**config.mk**
```make
export PLATFORM = sky130hd
export DESIGN_NAME = playback_sequencer_flat
export DESIGN_NICKNAME = d
export VERILOG_FILES = /design/src/rtl/playback_sequencer_if.sv /design/src/rtl/playback_sequencer.sv /design/src/flat_wrapper.sv
export SDC_FILE = /design/constraint.sdc
export NUM_CORES = 1
export LEC_CHECK = 0
export ABC_AREA = 0
export BUFFER_PORTS_ARGS = -buffer_cell sky130_fd_sc_hd__buf_2
export CAP_MARGIN = 25
export CELL_PAD_IN_SITES_DETAIL_PLACEMENT = 1
export CELL_PAD_IN_SITES_GLOBAL_PLACEMENT = 1
export CORE_MARGIN = 1.5
export CORE_UTILIZATION = 38
export DETAILED_ROUTE_END_ITERATION = 10
export HOLD_SLACK_MARGIN = 0.03
export PLACE_DENSITY = 0.87
export REMOVE_ABC_BUFFERS = 1
export SLEW_MARGIN = 20
export SYNTH_ARGS = -nofsm -noshare
export SYNTH_HDL_FRONTEND = slang
export SYNTH_SLANG_ARGS = --single-unit
```
**constraint.sdc**
```tcl
create_clock -name clk -period 2.71 [get_ports clk]
set_input_delay 0.4065 -clock clk [delete_from_list [all_inputs] [get_ports clk]]
set_output_delay 0.4065 -clock clk [all_outputs]
set_load 0.02 [all_outputs]
```
**src/rtl/playback_sequencer_if.sv**
```systemverilog
// Signal bundle between the playback sequencer, the recording RAM, the tone
// generator and the control logic that issues start/abort.
interface playback_sequencer_if;
    // start, abort and tick are single-cycle strobes with no back-pressure:
    // a strobe is consumed on the one clock edge where it is high, or ignored
    // (start while busy, abort in IDLE); there is no ready signal to wait on.
    logic       start;
    logic       abort;
    logic       tick;
    logic [8:0] rec_len;
    logic [7:0] mem_addr;
    logic [5:0] mem_rdata;
    logic       note_valid;
    logic [2:0] note_code;
    logic [2:0] note_octave;
    logic       busy;
    logic       done;
    logic [2:0] dbg_state;

    modport master (
        output start, abort, tick, rec_len, mem_rdata,
        input  mem_addr, note_valid, note_code, note_octave, busy, done, dbg_state
    );

    modport slave (
        input  start, abort, tick, rec_len, mem_rdata,
        output mem_addr, note_valid, note_code, note_octave, busy, done, dbg_state
    );
endinterface

```
**src/rtl/playback_sequencer.sv**
```systemverilog
// Replays recorded 6-bit note entries from the recording RAM, one entry per
// fixed-length note slot, to the tone generator.
module playback_sequencer #(
    parameter int NOTE_TICKS = 64,
    parameter int CNT_W      = 8
) (
    input  logic                 clk,
    input  logic                 rst_n,
    playback_sequencer_if.slave  bus
);
    typedef enum logic [2:0] {
        S_IDLE   = 3'd0,
        S_FETCH  = 3'd1,
        S_LOAD   = 3'd2,
        S_PLAY   = 3'd3,
        S_FINISH = 3'd4
    } state_t;

    localparam logic [CNT_W-1:0] LAST_TICK = CNT_W'(NOTE_TICKS - 1);

    state_t           state_q, state_d;
    logic [7:0]       idx_q, idx_d;
    logic [8:0]       len_q, len_d;
    logic [CNT_W-1:0] cnt_q, cnt_d;
    logic [7:0]       addr_q, addr_d;
    logic             valid_q, valid_d;
    logic [2:0]       code_q, code_d;
    logic [2:0]       oct_q, oct_d;
    logic             busy_q, busy_d;
    logic             done_q, done_d;

    logic start_ok;
    logic slot_end;
    logic last_entry;

    assign start_ok   = bus.start && !bus.abort && !busy_q;
    assign slot_end   = bus.tick && (cnt_q == LAST_TICK);
    // 9-bit compare so a 256-entry recording ends after index 255 instead of wrapping
    assign last_entry = (({1'b0, idx_q} + 9'd1) == len_q);

    always_ff @(posedge clk or negedge rst_n) begin
        if (!rst_n) begin
            state_q <= S_IDLE;
            idx_q   <= '0;
            len_q   <= '0;
            cnt_q   <= '0;
            addr_q  <= '0;
            valid_q <= 1'b0;
            code_q  <= '0;
            oct_q   <= '0;
            busy_q  <= 1'b0;
            done_q  <= 1'b0;
        end else begin
            state_q <= state_d;
            idx_q   <= idx_d;
            len_q   <= len_d;
            cnt_q   <= cnt_d;
            addr_q  <= addr_d;
            valid_q <= valid_d;
            code_q  <= code_d;
            oct_q   <= oct_d;
            busy_q  <= busy_d;
            done_q  <= done_d;
        end
    end

    always_comb begin
        state_d = state_q;
        case (state_q)
            S_IDLE: begin
                if (start_ok) begin
                    state_d = (bus.rec_len == 9'd0) ? S_FINISH : S_FETCH;
                end
            end
            S_FETCH:  state_d = bus.abort ? S_FINISH : S_LOAD;
            S_LOAD:   state_d = bus.abort ? S_FINISH : S_PLAY;
            S_PLAY: begin
                if (bus.abort) begin
                    state_d = S_FINISH;
                end else if (slot_end) begin
                    state_d = last_entry ? S_FINISH : S_FETCH;
                end
            end
            S_FINISH: state_d = S_IDLE;
            default:  state_d = S_IDLE;
        endcase
    end

    always_comb begin
        idx_d   = idx_q;
        len_d   = len_q;
        cnt_d   = cnt_q;
        addr_d  = addr_q;
        valid_d = valid_q;
        code_d  = code_q;
        oct_d   = oct_q;
        busy_d  = busy_q;
        done_d  = 1'b0;
        case (state_q)
            S_IDLE: begin
                // busy is still high for the one IDLE cycle that follows FINISH
                if (busy_q) begin
                    busy_d = 1'b0;
                end else if (start_ok) begin
                    busy_d = 1'b1;
                    if (bus.rec_len != 9'd0) begin
                        len_d  = bus.rec_len;
                        idx_d  = '0;
                        addr_d = '0;
                    end
                end
            end
            S_FETCH: begin
                if (bus.abort) begin
                    valid_d = 1'b0;
                end
            end
            S_LOAD: begin
                if (bus.abort) begin
                    valid_d = 1'b0;
                end else begin
                    code_d  = bus.mem_rdata[2:0];
                    oct_d   = bus.mem_rdata[5:3];
                    valid_d = (bus.mem_rdata[2:0] != 3'd0);
                    cnt_d   = '0;
                end
            end
            S_PLAY: begin
                if (bus.abort) begin
                    valid_d = 1'b0;
                end else if (bus.tick) begin
                    cnt_d = cnt_q + 1'b1;
                    if (slot_end) begin
                        if (last_entry) begin
                            valid_d = 1'b0;
                        end else begin
                            idx_d  = idx_q + 8'd1;
                            addr_d = idx_q + 8'd1;
                        end
                    end
                end
            end
            S_FINISH: done_d = 1'b1;
            default: ;
        endcase
    end

    assign bus.mem_addr    = addr_q;
    assign bus.note_valid  = valid_q;
    assign bus.note_code   = code_q;
    assign bus.note_octave = oct_q;
    assign bus.busy        = busy_q;
    assign bus.done        = done_q;
    assign bus.dbg_state   = state_q;
endmodule

```
**src/flat_wrapper.sv**
```systemverilog
// flat-port wrapper written by rule: the top's interface ports become plain ports
module playback_sequencer_flat 
#(
    parameter int NOTE_TICKS = 64,
    parameter int CNT_W      = 8
)
  (clk, rst_n, bus_start, bus_abort, bus_tick, bus_rec_len, bus_mem_rdata, bus_mem_addr, bus_note_valid, bus_note_code, bus_note_octave, bus_busy, bus_done, bus_dbg_state);
  playback_sequencer_if bus_i ();
  input  logic clk;
  input  logic rst_n;
  input wire logic [$bits(bus_i.start)-1:0] bus_start;
  input wire logic [$bits(bus_i.abort)-1:0] bus_abort;
  input wire logic [$bits(bus_i.tick)-1:0] bus_tick;
  input wire logic [$bits(bus_i.rec_len)-1:0] bus_rec_len;
  input wire logic [$bits(bus_i.mem_rdata)-1:0] bus_mem_rdata;
  output wire logic [$bits(bus_i.mem_addr)-1:0] bus_mem_addr;
  output wire logic [$bits(bus_i.note_valid)-1:0] bus_note_valid;
  output wire logic [$bits(bus_i.note_code)-1:0] bus_note_code;
  output wire logic [$bits(bus_i.note_octave)-1:0] bus_note_octave;
  output wire logic [$bits(bus_i.busy)-1:0] bus_busy;
  output wire logic [$bits(bus_i.done)-1:0] bus_done;
  output wire logic [$bits(bus_i.dbg_state)-1:0] bus_dbg_state;
  assign bus_i.start = bus_start;
  assign bus_i.abort = bus_abort;
  assign bus_i.tick = bus_tick;
  assign bus_i.rec_len = bus_rec_len;
  assign bus_i.mem_rdata = bus_mem_rdata;
  assign bus_mem_addr = bus_i.mem_addr;
  assign bus_note_valid = bus_i.note_valid;
  assign bus_note_code = bus_i.note_code;
  assign bus_note_octave = bus_i.note_octave;
  assign bus_busy = bus_i.busy;
  assign bus_done = bus_i.done;
  assign bus_dbg_state = bus_i.dbg_state;
  playback_sequencer #(.NOTE_TICKS(NOTE_TICKS), .CNT_W(CNT_W)) u_core (.clk(clk), .rst_n(rst_n), .bus(bus_i));
endmodule
```
==> metrics.md <==
| Metric | Value |
|---|---|
| Status | finished, final reports clean |
| First-pass GRT wire length | between 10,000 and 15,000 microns |
| Worst path top cell family by delay | compound AO/OA/AOI/OAI gates |
| Crit Path Max Fanout | 8 |
| Total gr overflow | 0 |
| CP Class | reg -> reg |
| CP cell instances | ha_1 -> nand4_1 -> xnor2_1 -> a211o_1 -> a2111oi_4 -> o2111ai_4 -> buf_4 -> a31o_1 -> o311ai_1 |
| Largest net degree at the start of global routing | 38 |
| Initial antenna violation count | 0 |
| Post-synth top area cell | dfrtp_1 |
| # diodes | 0 |
| Area Overhead vs Synth | 20.5% |
| P_leak | 1.17 nW |
| # DRC | 0 |
| Critical Path Source Type | flip-flop |
| Worst EP required | approximately 2.9 ns |
| Synth Cell Area | between 0.002 and 0.0025 sq mm |
| Hpwl dp | between 4000 and 5000 microns |
| # IOs | 40 |
| Yosys cell types | 53 |
| Final core occ | 0.476 |
| Via count | between 1.5k and 2k |
| Worst Tran Pin Value | between 0.8 and 0.9 ns |
| Final worst-path cycle share | 0.956 |
| Total wire length | about 6000 microns |
| Vias/cell | about 5.6 |
| #FFs+latches synth | 37 |
| Die height | ~79 microns |
| Die area | 0.00622 sq mm |
| Crit path max-delay cell type | dfrtp_2 |
| CTS Sinks | 37 |
| Worst setup EP type | flip-flop |
| First-pass iteration count of the detailed router | 4 |
| CP arrival | about 2.8 ns |
| Synth cell count leaders | 37 x dfrtp_1, 22 x nand2_1, 19 x nor2_1, 13 x mux2_2, 12 x xor2_1 |
| Fin crit period | 2.59 ns |
| Slew Limit Fails | 0 |
| Worst-Skew Late Latency | a little under 0.3 ns |
| Routed len/inst | around 17 microns |
| Final Hold Fails | 0 |
| Fin nets | ~300 |
| Clock Path Buffers | 2 |
| H-tree levels | 2 |
| Design area | 0.00264 sq mm |
| Sequential share of the synthesized area | 0.423 |
| Max-Cap Viols | 0 |
| Rel. slew slack | 0.432 |
| Fraction of layout cells with a size suffix above 1 | 0.313 |
| Root buffer cell | clkbuf_8 |
| Asr flop ratio synth | 1.00 |
| Synthesis Warnings | 0 |
| Width of the die | around 80 microns |
| EDFF count, synth | 0 |
| Vias in the first global route | around 2.1k |
| Placed Area | about 0.0025 sq mm |
| Count of final setup violators | 0 |
| Starting Density | 0.395 |
| Final clock skew | 0.00614 ns |
| Clock buffer count from CTS | 5 |
| Routed Antenna Nets | 0 |
| Most numerous cell in the Yosys netlist | dfrtp_1 |
| Most area-consuming cells after synthesis | dfrtp_1 42%, mux2_2 6.7%, xor2_1 4.8%, nand2_1 3.8%, nor2_1 3.3% |
| CTS clk-pin slew, worst paths | around 0.080 ns |
| Row Count | 27 |
| Input/output buffers | 39 |
| Fillers | 667 |
| CTS tree | yes |
| CP Buf/Inv Count | 1 |
| Top-area cell type share of the netlist area | 0.423 |
| RSZ-0062 raised after global routing | false |
| Hold Buf Count CTS | 0 |
| Fmax | around 0.39 GHz |
| Top FF cell, synth | dfrtp_1 |
| Worst min-delay path class | in -> async |
| Pwr dens | between 800 and 900 mW/mm^2 |
| CP max stage delay | roughly 0.43 ns |
| Final RePlAce weighted congestion | 0.855 |
| Core footprint | about 0.0055 sq mm |
| Initial DRC Count | 100 |
| Mapped Cells | ~230 |
| Syn_area_per_cell | approximately 9.7 sq um |
| Worst IR Drop VDD | just under 0.4 mV |
| Overall Global Routing Usage | 0.212 |
[metrics by stage]
| step | total power [mW] | setup WS [ns] | TNS (ns) | hold slack [ns] | std cells |
|---|---|---|---|---|---|
| after floorplan | 1.49 | -0.0855 | -0.246 | 0.111 | 213 |
| after global placement | 1.76 | 0.158 | 0 | 0.484 | 336 |
| after detailed placement | 1.83 | -0.0527 | -0.129 | 0.495 | 336 |
| after CTS | 2.21 | 0.0330 | 0 | 0.244 | 347 |
| after global routing | 2.36 | 0.00843 | 0 | 0.271 | 347 |
| final | 2.21 | 0.120 | 0 | 0.213 | 347 |
[area by class of cell]
class | count | area [sq um] | share of cell area
tap | 72 | 90.1 | 0.0342
multi-input combinational | 169 | 1190 | 0.453
timing repair buffer | 55 | 315 | 0.120
sequential | 37 | 930 | 0.353
clock inverter | 1 | 8.76 | 0.00332
clock buffer | 6 | 72.6 | 0.0275
inverter | 7 | 26.3 | 0.00997
[logic make-up (layout without fill, tap and decap cells)]
| kind of cell | count (synthesis) | count (layout) | synth area share |
|---|---|---|---|
| simple gates | 89 | 89 | 0.218 |
| compound gates | 46 | 46 | 0.165 |
| flops | 37 | 37 | 0.423 |
| buf+inv | 20 | 69 | 0.0383 |
| xor+xnor | 17 | 17 | 0.0681 |
| mux | 15 | 15 | 0.0761 |
| fa+ha+maj | 2 | 2 | 0.0114 |
[state kept, by name, indices dropped and copies added (netlist names)]
register / cells
u_core.idx_q: 8
u_core.bus.note_code: 3
u_core.bus.note_valid: 1
u_core.bus.dbg_state: 3
u_core.bus.busy: 1
u_core.cnt_q: 8
u_core.bus.done: 1
u_core.bus.note_octave: 3
u_core.len_q: 9
[what timing repair did]
item	in CTS	in global routing
pin swaps	1	2
hold endpoints to repair	0	0
setup endpoints to repair	3	8
buffers inserted	4	0
resized for setup	0	4
[where the power goes]
part           total, mW  internal (mW)  switching (mW)
Sequential         0.896          0.719           0.177
Combinational      0.927          0.403           0.524
Clock              0.386          0.178           0.208
Total               2.21           1.30           0.908
[per-layer routing]
layer	vias up	routed length [microns]	GRT usage	share of wire
met1	979	2590	0.255	0.43
met3	14	163	0.0356	0.027
met4	0	176	0.0754	0.029
li1	910	-	-	-
met2	35	3110	0.379	0.52
met5	-	0	0	0
[final timing paths]
| path | startpoint | endpoint | slack (ns) | depth (start not counted) |
|---|---|---|---|---|
| max in group asynchronous | rst_n | u_core.idx_q[2] | 1.90 | 1 |
| worst min register to register | u_core.bus.note_octave[1] | u_core.bus.note_octave[1] | 0.51 | 1 |
| worst max-delay path | u_core.idx_q[1] | u_core.idx_q[7] | 0.12 | 9 |
| worst min-delay path | rst_n | u_core.cnt_q[5] | 0.21 | 1 |
| worst max register to register | u_core.idx_q[1] | u_core.idx_q[7] | 0.12 | 9 |
| min in group clk | bus_mem_rdata[4] | u_core.bus.note_octave[1] | 0.34 | 2 |
[cell usage in the layout (no fill, tap or decap), drive strengths merged, types with 2 or more instances in the layout]
cell type   n
or3         5
a2111oi     2
xor2       12
mux2       13
and2        2
a22oi       3
nor4        2
nor4b       2
a21oi       6
or2         2
a211o       5
o211ai      2
nand4       4
a31oi       4
nand3       9
nor2b       4
ha          2
mux2i       2
clkbuf      6
and4        3
nand2      22
nor3b       2
o21ai       9
nor2       19
inv         7
buf        55
dfrtp      37
nor3        4
o31ai       2
nand3b      4
o31a        2
xnor2       5
Note: power is estimated with default switching activity, not from simulation.
